$ cat src/rtl/hex_disp_pkg.sv
// hex_disp_pkg: shared types for the hex entry / display path.
//   hex_t       - one hex digit
//   cmd_t       - buffer command decoded from the keypad strobes
//   encode_cmd  - priority encoder, clr > en > bksp
package hex_disp_pkg;

  typedef logic [3:0] hex_t;

  typedef enum logic [1:0] {
    CMD_NONE = 2'd0,
    CMD_CLR  = 2'd1,
    CMD_PUSH = 2'd2,
    CMD_BKSP = 2'd3
  } cmd_t;

  function automatic cmd_t encode_cmd(input logic clr, input logic en, input logic bksp);
    if (clr)       return CMD_CLR;
    else if (en)   return CMD_PUSH;
    else if (bksp) return CMD_BKSP;
    else           return CMD_NONE;
  endfunction

endpackage

$ cat src/rtl/digit_scan_ctrl.sv
// digit_scan_ctrl: free-running display refresh timing.
//   clk, reset - system clock, async active-high reset
//   scan_idx   - index of the digit currently driven
//   scan_sel   - registered one-hot select matching scan_idx
// The index advances once every REFRESH_DIV clocks and wraps after NUM_DIGITS-1.
module digit_scan_ctrl #(
  parameter int unsigned NUM_DIGITS  = 4,
  parameter int unsigned REFRESH_DIV = 1024
) (
  input  logic                          clk,
  input  logic                          reset,
  output logic [$clog2(NUM_DIGITS)-1:0] scan_idx,
  output logic [NUM_DIGITS-1:0]         scan_sel
);

  localparam int unsigned RW = $clog2(REFRESH_DIV);
  localparam int unsigned IW = $clog2(NUM_DIGITS);

  logic [RW-1:0] refresh_cnt;
  logic          wrap;
  logic [IW-1:0] next_idx;

  assign wrap     = (refresh_cnt == RW'(REFRESH_DIV - 1));
  assign next_idx = (scan_idx == IW'(NUM_DIGITS - 1)) ? '0 : scan_idx + 1'b1;

  always_ff @(posedge clk or posedge reset) begin
    if (reset) begin
      refresh_cnt <= '0;
      scan_idx    <= '0;
      scan_sel    <= NUM_DIGITS'(1);
    end else begin
      if (wrap) begin
        refresh_cnt <= '0;
        scan_idx    <= next_idx;
        scan_sel    <= NUM_DIGITS'(1) << next_idx;
      end else begin
        refresh_cnt <= refresh_cnt + 1'b1;
      end
    end
  end

endmodule

$ cat src/rtl/hex_digit_buffer.sv
// hex_digit_buffer: N-digit hex entry buffer with multiplexed display scan.
//   clk, reset        - system clock, async active-high reset
//   en / bksp / clr   - single-cycle push / backspace / clear strobes
//   hexVal            - nibble pushed as the newest (rightmost) digit
//   digits            - all stored digits, digit 0 in bits [3:0]
//   count, valid_mask - number of entered digits and its thermometer mask
//   overflow          - one-cycle pulse when a push drops a valid digit
//   scan_sel/hex/blank- currently scanned digit select, value, blank flag
module hex_digit_buffer
  import hex_disp_pkg::*;
#(
  parameter int unsigned NUM_DIGITS    = 4,
  parameter int unsigned REFRESH_DIV   = 1024,
  parameter bit          BLANK_LEADING = 1'b1
) (
  input  logic                             clk,
  input  logic                             reset,
  input  logic                             en,
  input  logic                             bksp,
  input  logic                             clr,
  input  logic [3:0]                       hexVal,
  output logic [4*NUM_DIGITS-1:0]          digits,
  output logic [$clog2(NUM_DIGITS+1)-1:0]  count,
  output logic [NUM_DIGITS-1:0]            valid_mask,
  output logic                             overflow,
  output logic [NUM_DIGITS-1:0]            scan_sel,
  output logic [3:0]                       scan_hex,
  output logic                             scan_blank
);

  localparam int unsigned CW = $clog2(NUM_DIGITS + 1);
  localparam int unsigned IW = $clog2(NUM_DIGITS);

  hex_t [NUM_DIGITS-1:0] digit_q;
  logic [IW-1:0]         scan_idx;
  cmd_t                  cmd;

  assign cmd    = encode_cmd(clr, en, bksp);
  assign digits = digit_q;

  always_ff @(posedge clk or posedge reset) begin
    if (reset) begin
      digit_q  <= '0;
      count    <= '0;
      overflow <= 1'b0;
    end else begin
      overflow <= 1'b0;
      case (cmd)
        CMD_CLR: begin
          digit_q <= '0;
          count   <= '0;
        end
        CMD_PUSH: begin
          digit_q <= {digit_q[NUM_DIGITS-2:0], hex_t'(hexVal)};
          if (count == CW'(NUM_DIGITS)) overflow <= 1'b1;
          else                          count    <= count + 1'b1;
        end
        CMD_BKSP: begin
          if (count != '0) begin
            digit_q <= {hex_t'('0), digit_q[NUM_DIGITS-1:1]};
            count   <= count - 1'b1;
          end
        end
        default: ;
      endcase
    end
  end

  always_comb begin
    valid_mask = '0;
    for (int unsigned i = 0; i < NUM_DIGITS; i++)
      valid_mask[i] = (CW'(i) < count);
  end

  digit_scan_ctrl #(
    .NUM_DIGITS  (NUM_DIGITS),
    .REFRESH_DIV (REFRESH_DIV)
  ) u_scan (
    .clk      (clk),
    .reset    (reset),
    .scan_idx (scan_idx),
    .scan_sel (scan_sel)
  );

  // Combinational from live registers so a push shows without waiting for a refresh.
  assign scan_hex   = digit_q[scan_idx];
  assign scan_blank = BLANK_LEADING && !valid_mask[scan_idx];

endmodule

$ cat config.mk
export PLATFORM = sky130hd
export DESIGN_NAME = hex_digit_buffer
export DESIGN_NICKNAME = d
export VERILOG_FILES = /design/src/rtl/hex_disp_pkg.sv /design/src/rtl/digit_scan_ctrl.sv /design/src/rtl/hex_digit_buffer.sv
export SDC_FILE = /design/constraint.sdc
export NUM_CORES = 1
export LEC_CHECK = 0
export CAP_MARGIN = 15
export CORE_MARGIN = 8
export CORE_UTILIZATION = 47
export CTS_BUF_LIST = sky130_fd_sc_hd__clkbuf_8
export CTS_CLUSTER_SIZE = 12
export DETAILED_ROUTE_END_ITERATION = 8
export PLACE_DENSITY = 0.85
export SYNTH_ARGS = -nofsm -noshare
export SYNTH_HDL_FRONTEND = slang
export SYNTH_SLANG_ARGS = --single-unit
$ cat constraint.sdc
create_clock -name clk -period 1.4 [get_ports clk]
set_input_delay 0.21 -clock clk [delete_from_list [all_inputs] [get_ports clk]]
set_output_delay 0.21 -clock clk [all_outputs]
set_load 0.02 [all_outputs]
Yosys cells after proc, flatten, opt, wreduce, memory -nomap -nowiden

Index checks and enable logic that the tools add are counted.

Register bits: 36

Add/subtract/negate cells: 4
Order comparisons: 5
Equal/unequal tests: 8
Shift operators: 1
Multiplexer cells: 16
Reductions and logical operators: 5

Operators by type and width:

| kind                  | count |
|---|---|
| $pmux 16 s3           | 1 |
| $mux 16               | 1 |
| $add 10x1->10 const B | 1 |
| $eq 10x10->1 const B  | 1 |
| $mux 10               | 1 |
| $pmux 3 s3            | 1 |
| $bmux 4 s2            | 1 |
| $mux 2                | 4 |
| $eq 2x2->1 const B    | 3 |
| $lt 1x3->1 const A    | 2 |
| $lt 2x3->1 const A    | 2 |
| $mux 3                | 2 |
| $reduce_bool 3->1     | 2 |
| $mux 4                | 1 |
| $ne 2x2->1 const B    | 2 |
| $shl 1x2->4 const A   | 1 |
| $add 3x1->3 const B   | 1 |
| $eq 3x3->1 const B    | 1 |
| $lt 2x3->1 const B    | 1 |
| $mux 1                | 3 |
| $reduce_and 3->1      | 1 |
| $sub 3x1->3 const B   | 1 |
| $add 2x1->2 const B   | 1 |
| $bmux 1 s2            | 1 |
| 3 further kinds       | 3 |

Longest topological paths before layout

Gate-level depths: netlist of the first run.

Word-level depth: 6
Gate-level depth with buffers: 7

Hierarchy

A second synthesis of the first run with hierarchy kept.

Cell total of the unflattened synthesis: 177
Area total of the unflattened synthesis: 2,090.8 µm²

Modules (own cells, without submodules):

| module           | instances | cells an instance | area an instance (µm²) | seq. area each (µm²) |
|---|---|---|---|---|
| hex_digit_buffer | 1         | 114               | 1,275.0                | 500.5 |
| digit_scan_ctrl  | 1         | 63                | 815.8                  | 401.6 |

Worst setup path after synthesis of the first run

No wires, ideal clock.

Kind: register to register
From: reg count[1]
To: reg count[1]
Library setup time: 0.095 ns
Arrival time: 1.556 ns
Slack: -0.251 ns
Stages on the path, launching flop included: 8
Buffers on the path: 1
Clock period less this slack: 1.651 ns
Cells stage by stage: dfrtp_1 inv_1 ha_1 nand2b_4 a211oi_4 buf_2 o21ai_1 o31ai_1

Word-level cells in the longest chain between the ends: 3

RTL lines:

| what                                                  | line                   | text |
|---|---|---|
| from (decl)                                           | hex_digit_buffer.sv:23 | `output logic [$clog2(NUM_DIGITS+1)-1:0] count,` |
| from (signal assigned)                                | hex_digit_buffer.sv:56 | `else count <= count + 1'b1;` |
| from (signal assigned)                                | hex_digit_buffer.sv:61 | `count <= count - 1'b1;` |
| $sub 3x1->3, or another cell as far along             | hex_digit_buffer.sv:61 |  |
| $mux 3, or another cell as far along                  | hex_digit_buffer.sv:59 | `if (count != '0) begin` |
| $pmux 3 s3 / $reduce_and 3->1 (equally long branches) | -                      |  |

Several ways; a longest one is shown, not always the timed one. The select of a mux whose other input is x is not followed.
A chain may end at the register's enable or synchronous reset.

Final worst setup path of the first run

From: reg count[1]
To: reg digit_q (netlist bit digits[3])

Word-level cells in the longest chain between the ends: 3

RTL lines:

| what                       | line                   | text |
|---|---|---|
| $reduce_bool 3->1          | hex_digit_buffer.sv:59 |  |
| $ne 2x2->1 (no line)       | -                      |  |
| $reduce_and 2->1 (no line) | -                      |  |
| to (signal assigned)       | hex_digit_buffer.sv:54 | `digit_q <= {digit_q[NUM_DIGITS-2:0], hex_t'(hexVal)};` |
| to (signal assigned)       | hex_digit_buffer.sv:60 | `digit_q <= {hex_t'('0), digit_q[NUM_DIGITS-1:1]};` |
| to (decl)                  | hex_digit_buffer.sv:34 | `hex_t [NUM_DIGITS-1:0] digit_q;` |

Every way passes these cells.

==> metrics.md, run 1 <==
| Metric | Value |
|---|---|
| Num Clock Sinks | 36 |
| Final setup fails | 28 |
| DRC errors left | 0 |
| Die width | 79.6 µm |
| CP startpoint kind | flop |
| Top cells by count, synth | dfrtp_1 (35), o21ai_0 (18), nand2_1 (17) |
| CTS tree | built |
| Failing checks | setup timing |
| Clock Pin Slew Worst Setup and Hold Paths | 80 ps |
| Port Buffer Count | 41 |
| Synth Warn # | 0 |
| DR WL/cell | 21.6 µm |
| Cell taking the most area after synthesis | dfrtp_1 |
| Crit. End Element | flop |
| Mapped Nets | 190 |
| Clock root buffer | clkbuf_8 |
| Non-filler cells, final | 324 |
| Num rows | 23 |
| Number of routed nets with antenna violations | 0 |
| Post-Route WL | 7000 µm |
| Num CTS Buffers | 5 |
| Gpl congestion | 0.758 |
| Diodes inserted | 0 |
| RSZ-0062 raised after global routing | true |
| Post-synth ARST share | 100% |
| Relative slew slack | 77.4% |
| Skew final | 9.44 ps |
| Syn Inst Count | 172 |
| Max Clk Rate | 575 MHz |
| Hold Path Class | input port to async pin |
| Final Util | 80.7% |
| H-tree lvl count | 2 |
| CP Data Arrival Time | 1950 ps |
| I/O pins | 42 |
| PwrDens | 1220 mW/mm² |
| Height of the die | 79.6 µm |
| Maximum VDD drop | 1.26 mV |
| Final-report hold violation count | 0 |
| Initial drt markers | 131 |
| Cell with the most instances after synthesis | dfrtp_1 |
| Placed inst area | 0.00275 mm² |
| GRT Util Overall | 19.6% |
| Tcrit/Tclk final | 124% |
| Register area share after synthesis | 47.4% |
| Top_reg_cell synth | dfrtp_1 |
| Drt via density | 5.85 |
| Vias in the first global route | 1898 |
| CP Data Required Time | 1610 ps |
| # nets final | 291 |
| Total gr overflow | 0 |
| Slew @ Worst Pin | 339 ps |
| CP max FO | 7 |
| Starting Density | 48.3% |
| Maximum Capacitance Violations | 0 |
| # placed instances | 304 |
| Syn_area_per_cell | 11.1 µm² |
| Core Area | 0.00394 mm² |
| Initial DRT Pass Iterations | 4 |
| Pin count of the biggest net entering global routing | 37 |
| DP HPWL | 3440 µm |
| Synth area leaders | dfrtp_1 (46%), ha_1 (5.9%), o21ai_0 (4.7%) |
| Final Power | 3890 µW |
| Cts hold-fix bufs | 0 |
| Synth top area share | 46.0% |
| Clk Latency, worst-skew pair | 290 ps |
| Vias | 1897 |
| Leak pwr | 0.00153 µW |
| Share of post-route cells with drive strength above 1 | 49.3% |
| Max-slew violation count | 0 |
| Status | complete, but fails checks |
| Area delta synth->final | 67.2% |
| Final critical-path required period | 1740 ps |
| Die area | 0.00634 mm² |
| Post-synth EDFFs | 0 |
| Final WS setup | -341 ps |
| First-pass GRT wire length | 9740 µm |
| Flops & latches, synth | 36 |
| Initial antenna violation count | 0 |
| Fillers | 209 |
| Clock buffer depth | 2 |
| Mapped cell area | 0.00190 mm² |
| Final instance area | 0.00318 mm² |
| Critical path class | flop to flop |
| Unique masters post-synth | 41 |
## power breakdown
part / switching [µW] / internal [µW] / total, µW
Clock: 384 / 442 / 827
Sequential: 65.2 / 1100 / 1160
Combinational: 919 / 983 / 1900
Total: 1370 / 2520 / 3890
## critical path, stage by stage, from the launching register on
cell and delay (ps):
dfrtp_2 440, inv_4 80, buf_6 110, ha_4 150, nand2b_4 60, a211oi_4 250
buf_6 160, buf_12 120, buf_16 130, nand2_2 50, o21ai_1 100
## cell type report
class	count	area (µm²)	share of cell area [%]
multi-input combinational	119	1070	33.5
timing repair buffer	104	1010	31.8
sequential	36	908	28.5
clock buffer	7	96.3	3.03
tap	50	62.6	1.97
inverter	7	33.8	1.06
clock inverter	1	3.75	0.118
## cell families (layout without fill, tap and decap cells)
logic type,count (synthesis),count (layout),synth area share [%]
multiplexers,10,10,8.22
XOR/XNOR,8,8,3.68
AND/OR/NAND/NOR,44,44,13.2
flip-flops,36,36,47.4
buffers and inverters,17,119,4.80
AO/OA/AOI/OAI,48,48,16.8
adder cells (fa/ha/maj),9,9,5.92
## state kept, by name, summed over array words and instances, names as in the netlist
name / cells
digits: 16
u_scan.refresh_cnt: 10
u_scan.scan_idx: 2
count: 3
overflow: 1
u_scan.scan_sel: 4
## through the flow
step                hold slack (ps)  worst slack [ps]  TNS (ps)
floorplan                       273             -69.7      -857
global placement                431              -401     -4130
detailed placement              440              -414     -4840
CTS                             277              -238     -4140
global route                    284              -406     -7870
finish                          259              -341     -6890
## repair_timing
action,in CTS,in global routing
setup endpoints to repair,52,36
pin swaps,15,9
resized for setup,106,37
endpoints found under the hold margin,0,0
gates cloned,3,0
buffers inserted,7,2
## per-layer routing
metal | global-route usage [%] | routed length, µm | vias to the layer above
met5 | 0 | 0 | -
met4 | 6.11 | 193 | 0
met3 | 4.28 | 449 | 22
met2 | 34.3 | 3670 | 101
met1 | 23.1 | 2690 | 955
li1 | - | - | 819
## final timing paths
kind                                    endpoint  slack [ps]  cells after the start                   from
max                                    digits[3]        -340                     10               count[1]
min                                   digits[12]         260                      3                  reset
max reg2reg                            digits[3]        -340                     10               count[1]
min reg2reg                u_scan.refresh_cnt[0]         460                      1  u_scan.refresh_cnt[0]
max in group asynchronous     u_scan.scan_sel[0]         870                      3                  reset
min in group clk           u_scan.refresh_cnt[0]         460                      1  u_scan.refresh_cnt[0]
## cell usage in the layout, fill, tap and decap left out, drive strengths merged, types with 2 or more instances in the layout
cell	count
and2	3
o21ai	22
clkdlybuf4s50	8
mux4	4
a22o	4
a21oi	4
xnor2	4
dlygate4sd2	16
a22oi	12
ha	9
inv	8
xor2	4
buf	71
nor2	6
clkbuf	9
nor2b	2
dfrtp	35
and3	2
clkdlybuf4s15	7
nand3	6
mux2	5
nor3b	2
nand2	17
nand4	2
Note: power is estimated with default switching activity, not from simulation.
==> run 2, diff against run 1 <==
- GPL_TIMING_DRIVEN: not set -> 0
- clock period: 1.4 -> 1.5 ns (I/O delays scaled with it)
==> run 2 against run 1 <==
Net effect:
- the run still ends with setup timing left
- power down 13%
- worst hold slack worse by 140 ps
- non-clock buffer count is 32 lower
- design area shrank 9.6%
- register-to-register slack improved by 120 ps
- count of clock-buffer cells in the layout is 2 lower
- utilization down 7.7 points
- via count down 9.7%
- combinational power decreased by 25%
- setup slack gained 100 ps
- critical path depth down 7
- critical path type is now flop to output port
==> metrics.md, run 2 (synthesis gave the netlist of run 1 again) <==
| Metric | Value |
|---|---|
| Height of the die | 79.6 µm |
| DP HPWL | 3160 µm |
| Diodes inserted | 0 |
| Final WS setup | -239 ps |
| Tcrit/Tclk final | 116% |
| Clock power share | 25.7% |
| CP max FO | 4 |
| CTS tree | built |
| Critical path origin | u_scan.scan_idx[1] |
| Pin count of the biggest net entering global routing | 24 |
| Non-filler cells, final | 292 |
| NetSw | 1200 µW |
| Core Area | 0.00394 mm² |
| Commonest non-fill, non-tap cell in the layout | dfrtp_1 |
| Hold Path Class | input port to async pin |
| Num rows | 23 |
| Fillers | 255 |
| # nets final | 259 |
| Clock buffer depth | 2 |
| # placed instances | 264 |
| Skew final | 9.77 ps |
| FF-to-FF setup slack | -220 ps |
| Area delta synth->final | 51.2% |
| Maximum VDD drop | 1.01 mV |
| Post-Route WL | 5800 µm |
| Clk Latency, worst-skew pair | 300 ps |
| Status | complete, but fails checks |
| Worst path slowest cell | mux4_2 |
| Slew @ Worst Pin | 330 ps |
| Leak pwr | 0.00143 µW |
| H-tree lvl count | 2 |
| Worst R2R End | digits[3] |
| Critical path class | flop to output port |
| Total gr overflow | 0 |
| Relative slew slack | 77.9% |
| Die width | 79.6 µm |
| CP Data Arrival Time | 1510 ps |
| Starting Density | 48.3% |
| Drt via density | 5.87 |
| Initial drt markers | 91 |
| Max FFs per register | 16 |
| Hold Slack | 116 ps |
| PwrDens | 1180 mW/mm² |
| CP max stage delay | 530 ps |
| GRT Util Overall | 16.0% |
| Combinational share of power | 41.7% |
| Gpl congestion | 0.816 |
| Cts hold-fix bufs | 0 |
| Max-slew violation count | 0 |
| Crit. End Element | output port |
| Multi-input combinational cell area | 0.00104 mm² |
| I/O pins | 42 |
| Critical Path Sink | scan_hex[2] |
| Num Clock Sinks | 36 |
| Clock Pin Slew Worst Setup and Hold Paths | 80 ps |
| DRC errors left | 0 |
| Port Buffer Count | 40 |
| Share of post-route cells with drive strength above 1 | 41.7% |
| R2R depth | 9 |
| Maximum Capacitance Violations | 0 |
| Vias | 1713 |
| Critical-path cell list | buf_8, mux4_2, buf_6 |
| Max Clk Rate | 575 MHz |
| Failing checks | setup timing |
| Final setup fails | 24 |
| Num CTS Buffers | 5 |
| Number of routed nets with antenna violations | 0 |
| Final Util | 73.0% |
| Initial antenna violation count | 0 |
| Internal Dissipation | 2200 µW |
| Sequential Power Share | 32.6% |
| Vias in the first global route | 1670 |
| Die area | 0.00634 mm² |
| RSZ-0062 raised after global routing | true |
| Most frequent cells in the layout | dfrtp_1 (32), dlygate4sd2_1 (20), buf_6 (17) |
| Final critical-path required period | 1740 ps |
| DR WL/cell | 19.9 µm |
| Clock root buffer | clkbuf_8 |
| Sw Share | 35.3% |
| Initial DRT Pass Iterations | 4 |
| FF/Latch Area | 906 µm² |
| Final-report hold violation count | 0 |
| CP startpoint kind | flop |
| Worst R2R Start | count[1] |
| CP Data Required Time | 1270 ps |
| Final Power | 3400 µW |
| First-pass GRT wire length | 8010 µm |
run 2: cell types whose count changed in the layout (fill, tap and decap cells not counted), sizes merged:
cell,before,now
clkbuf,9,5
clkinv,0,1
clkdlybuf4s15,7,0
dlymetal6s2s,0,5
clkdlybuf4s50,8,7
bufinv,0,1
dlygate4sd2,16,20
buf,71,40
run 2: how the worst min path moves through the flow:
| stage | startpoint | end | slack, ps | depth (start not counted) |
|---|---|---|---|---|
| 2_1_floorplan | clr | count[0] | 290 | 1 |
| 3_3_place_gp | u_scan.refresh_cnt[0] | u_scan.refresh_cnt[0] | 430 | 1 |
| 3_5_place_dp | reset | u_scan.refresh_cnt[8] | 430 | 2 |
| 4_1_cts | reset | u_scan.refresh_cnt[8] | 120 | 2 |
| 5_1_grt | reset | u_scan.refresh_cnt[8] | 140 | 2 |
| 6_report | reset | u_scan.refresh_cnt[8] | 120 | 2 |
run 2: final cells by class:
cell class                 count  share of cell area, %
buffer                        10                   3.83
clock buffer                   5                   2.39
clock inverter                 3                   1.35
inverter                       7                   1.17
multi-input combinational    119                   36.1
sequential                    36                   31.5
tap                           50                   2.17
timing repair buffer          62                   21.4
run 2: per-layer routing:
layer	routed length, µm	global-route usage (%)	vias up
li1	-	-	758
met5	0	0	-
met1	2240	19.0	875
met2	3090	26.7	68
met4	123	5.56	0
met3	352	5.07	12
run 2: timing repair:
action | in CTS | in global routing
buffers inserted | 14 | 3
pin swaps | 3 | 4
endpoints found under the setup margin | 50 | 34
cloned | 3 | 0
resized for setup | 101 | 41
run 2: per-stage QoR:
stage          area [µm²]  TNS, ps  worst slack [ps]
2_1_floorplan        1940        0              19.9
3_3_place_gp         2400   -18610              -617
3_5_place_dp         2450    -7460              -654
4_1_cts              2730    -1880              -220
5_1_grt              2880    -3930              -270
6_report             2880    -2700              -239
run 2: power by group through the flow:
stage	sequential [µW]	combinational (µW)	clock, µW
floorplan	1170	602	0
global placement	1120	1050	0
detailed placement	1120	1080	0
CTS	1100	1250	849
global route	1110	1500	910
finish	1110	1420	875
run 2: worst max-delay path, delay by kind of cell (launching register included):
family,cells,cell delay (ps)
flops,1,400
mux,1,530
buf+inv,2,290
==> run 3, diff against run 2 <==
- CORE_UTILIZATION: 47 -> 36
- PLACE_DENSITY: 0.85 -> 0.69
==> run 3 against run 2 <==
Net effect:
- the flow still finishes with violations (setup timing)
- power is 0.80% lower
- via count decreased by 5.6%
- non-clock buffer count grew 4
==> metrics.md, run 3 (synthesis gave the netlist of run 1 again) <==
| Metric | Value |
|---|---|
| Vias | 1617 |
| Drt via density | 5.12 |
| Initial antenna violation count | 0 |
| Clk Latency, worst-skew pair | 290 ps |
| Final setup fails | 24 |
| Status | complete, but fails checks |
| Num Clock Sinks | 36 |
| Fillers | 427 |
| Most frequent cells in the layout | dfrtp_1 (32), buf_4 (22), dlygate4sd2_1 (19) |
| NetSw | 1180 µW |
| Post-Route WL | 5170 µm |
| Die width | 88.7 µm |
| DR WL/cell | 16.4 µm |
| Worst R2R Start | count[1] |
| Area delta synth->final | 53.4% |
| Cts hold-fix bufs | 0 |
| R2R depth | 9 |
| Height of the die | 88.7 µm |
| Sw Share | 35.0% |
| H-tree lvl count | 2 |
| Max Clk Rate | 592 MHz |
| Worst R2R End | count[1] |
| Max-slew violation count | 0 |
| Clock power share | 21.3% |
| Total negative slack | -2140 ps |
| Tcrit/Tclk final | 113% |
| Clock Pin Slew Worst Setup and Hold Paths | 70 ps |
| DP HPWL | 3190 µm |
| GRT Util Overall | 13.1% |
| Pin count of the biggest net entering global routing | 37 |
| First-pass GRT wire length | 7960 µm |
| Starting Density | 37.3% |
| Maximum VDD drop | 0.770 mV |
| Final Util | 57.2% |
| CP max FO | 4 |
| Internal Dissipation | 2190 µW |
| Core Area | 0.00511 mm² |
| Relative slew slack | 50.6% |
| Leak pwr | 0.00144 µW |
| Worst hold path startpoint | en |
| CP startpoint kind | flop |
| Initial DRT Pass Iterations | 4 |
| Initial drt markers | 64 |
| Num CTS Buffers | 5 |
| Failing checks | setup timing |
| PwrDens | 1160 mW/mm² |
| Final-report hold violation count | 0 |
| Final WS setup | -188 ps |
| Die area | 0.00787 mm² |
| Share of post-route cells with drive strength above 1 | 43.9% |
| # nets final | 263 |
| Maximum Capacitance Violations | 0 |
| Commonest non-fill, non-tap cell in the layout | dfrtp_1 |
| Max FFs per register | 16 |
| Slew @ Worst Pin | 739 ps |
| Clock buffer depth | 2 |
| Clock root buffer | clkbuf_8 |
| Port Buffer Count | 40 |
| Combinational share of power | 45.8% |
| DRC errors left | 0 |
| CP Data Arrival Time | 1460 ps |
| Gpl congestion | 0.788 |
| Num rows | 26 |
| Crit. End Element | output port |
| Total gr overflow | 0 |
| Diodes inserted | 0 |
| Hold Path Stages | 4 |
| Final critical-path required period | 1690 ps |
| RSZ-0062 raised after global routing | true |
| CP Data Required Time | 1270 ps |
| Critical path class | flop to output port |
| FF-to-FF setup slack | -90 ps |
| I/O pins | 42 |
| Vias in the first global route | 1669 |
| Skew final | 3.90 ps |
| Hold Path Class | input port to flop |
| CTS tree | built |
| Sequential Power Share | 33.0% |
| Hold Path Sink | count[2] |
| Number of routed nets with antenna violations | 0 |
[run 3: final cells by class]
cell class / instances / area [µm²] / share of cell area [%]
multi-input combinational: 119 / 1060 / 36.3
sequential: 36 / 906 / 31.0
timing repair buffer: 66 / 632 / 21.6
buffer: 10 / 110 / 3.77
tap: 70 / 87.6 / 3.00
clock buffer: 6 / 82.6 / 2.83
inverter: 7 / 31.3 / 1.07
clock inverter: 2 / 11.3 / 0.386
[run 3: stage by stage]
step | power (µW) | hold slack [ps] | cells | cell area, µm² | worst slack, ps
after floorplan | 1770 | 288 | 172 | 1940 | 19.9
after global placement | 2180 | 437 | 282 | 2430 | -642
after detailed placement | 2200 | 444 | 282 | 2430 | -683
after CTS | 3210 | 319 | 313 | 2780 | -202
after global routing | 3520 | 395 | 316 | 2920 | -215
final | 3380 | 361 | 316 | 2920 | -188
[run 3: critical path, stage by stage, from the launching register on]
cell and delay (ps):
dfrtp_1 390, buf_8 130, mux4_2 510, buf_6 150
[run 3: power by group through the flow]
stage,Combinational [µW],Sequential [µW],Clock [µW]
2_1_floorplan,602,1170,0
3_3_place_gp,1060,1120,0
3_5_place_dp,1070,1120,0
4_1_cts,1370,1100,731
5_1_grt,1640,1120,761
6_report,1540,1110,719
[run 3: timing repair]
item | 4_1_cts | 5_1_grt
pin swaps | 10 | 8
endpoints found under the hold margin | 0 | 0
resized for setup | 104 | 38
setup endpoints to repair | 50 | 32
gates cloned | 3 | 0
setup buffers | 20 | 4
[run 3: worst max path at each step]
stage,endpoint,depth (start not counted),startpoint
6_report,scan_hex[1],3,u_scan.scan_idx[1]
5_1_grt,scan_hex[0],3,u_scan.scan_idx[0]
4_1_cts,scan_hex[1],3,u_scan.scan_idx[1]
3_5_place_dp,scan_hex[0],3,u_scan.scan_idx[0]
3_3_place_gp,scan_hex[0],3,u_scan.scan_idx[0]
2_1_floorplan,count[1],7,count[0]
[run 3: layer usage]
metal  track usage, %  vias up  wire, µm
met3             3.06        7       214
met1             15.1      803      2240
met4             5.53        0        72
met5                0        -         0
met2             22.6       37      2640
li1                 -      770         -
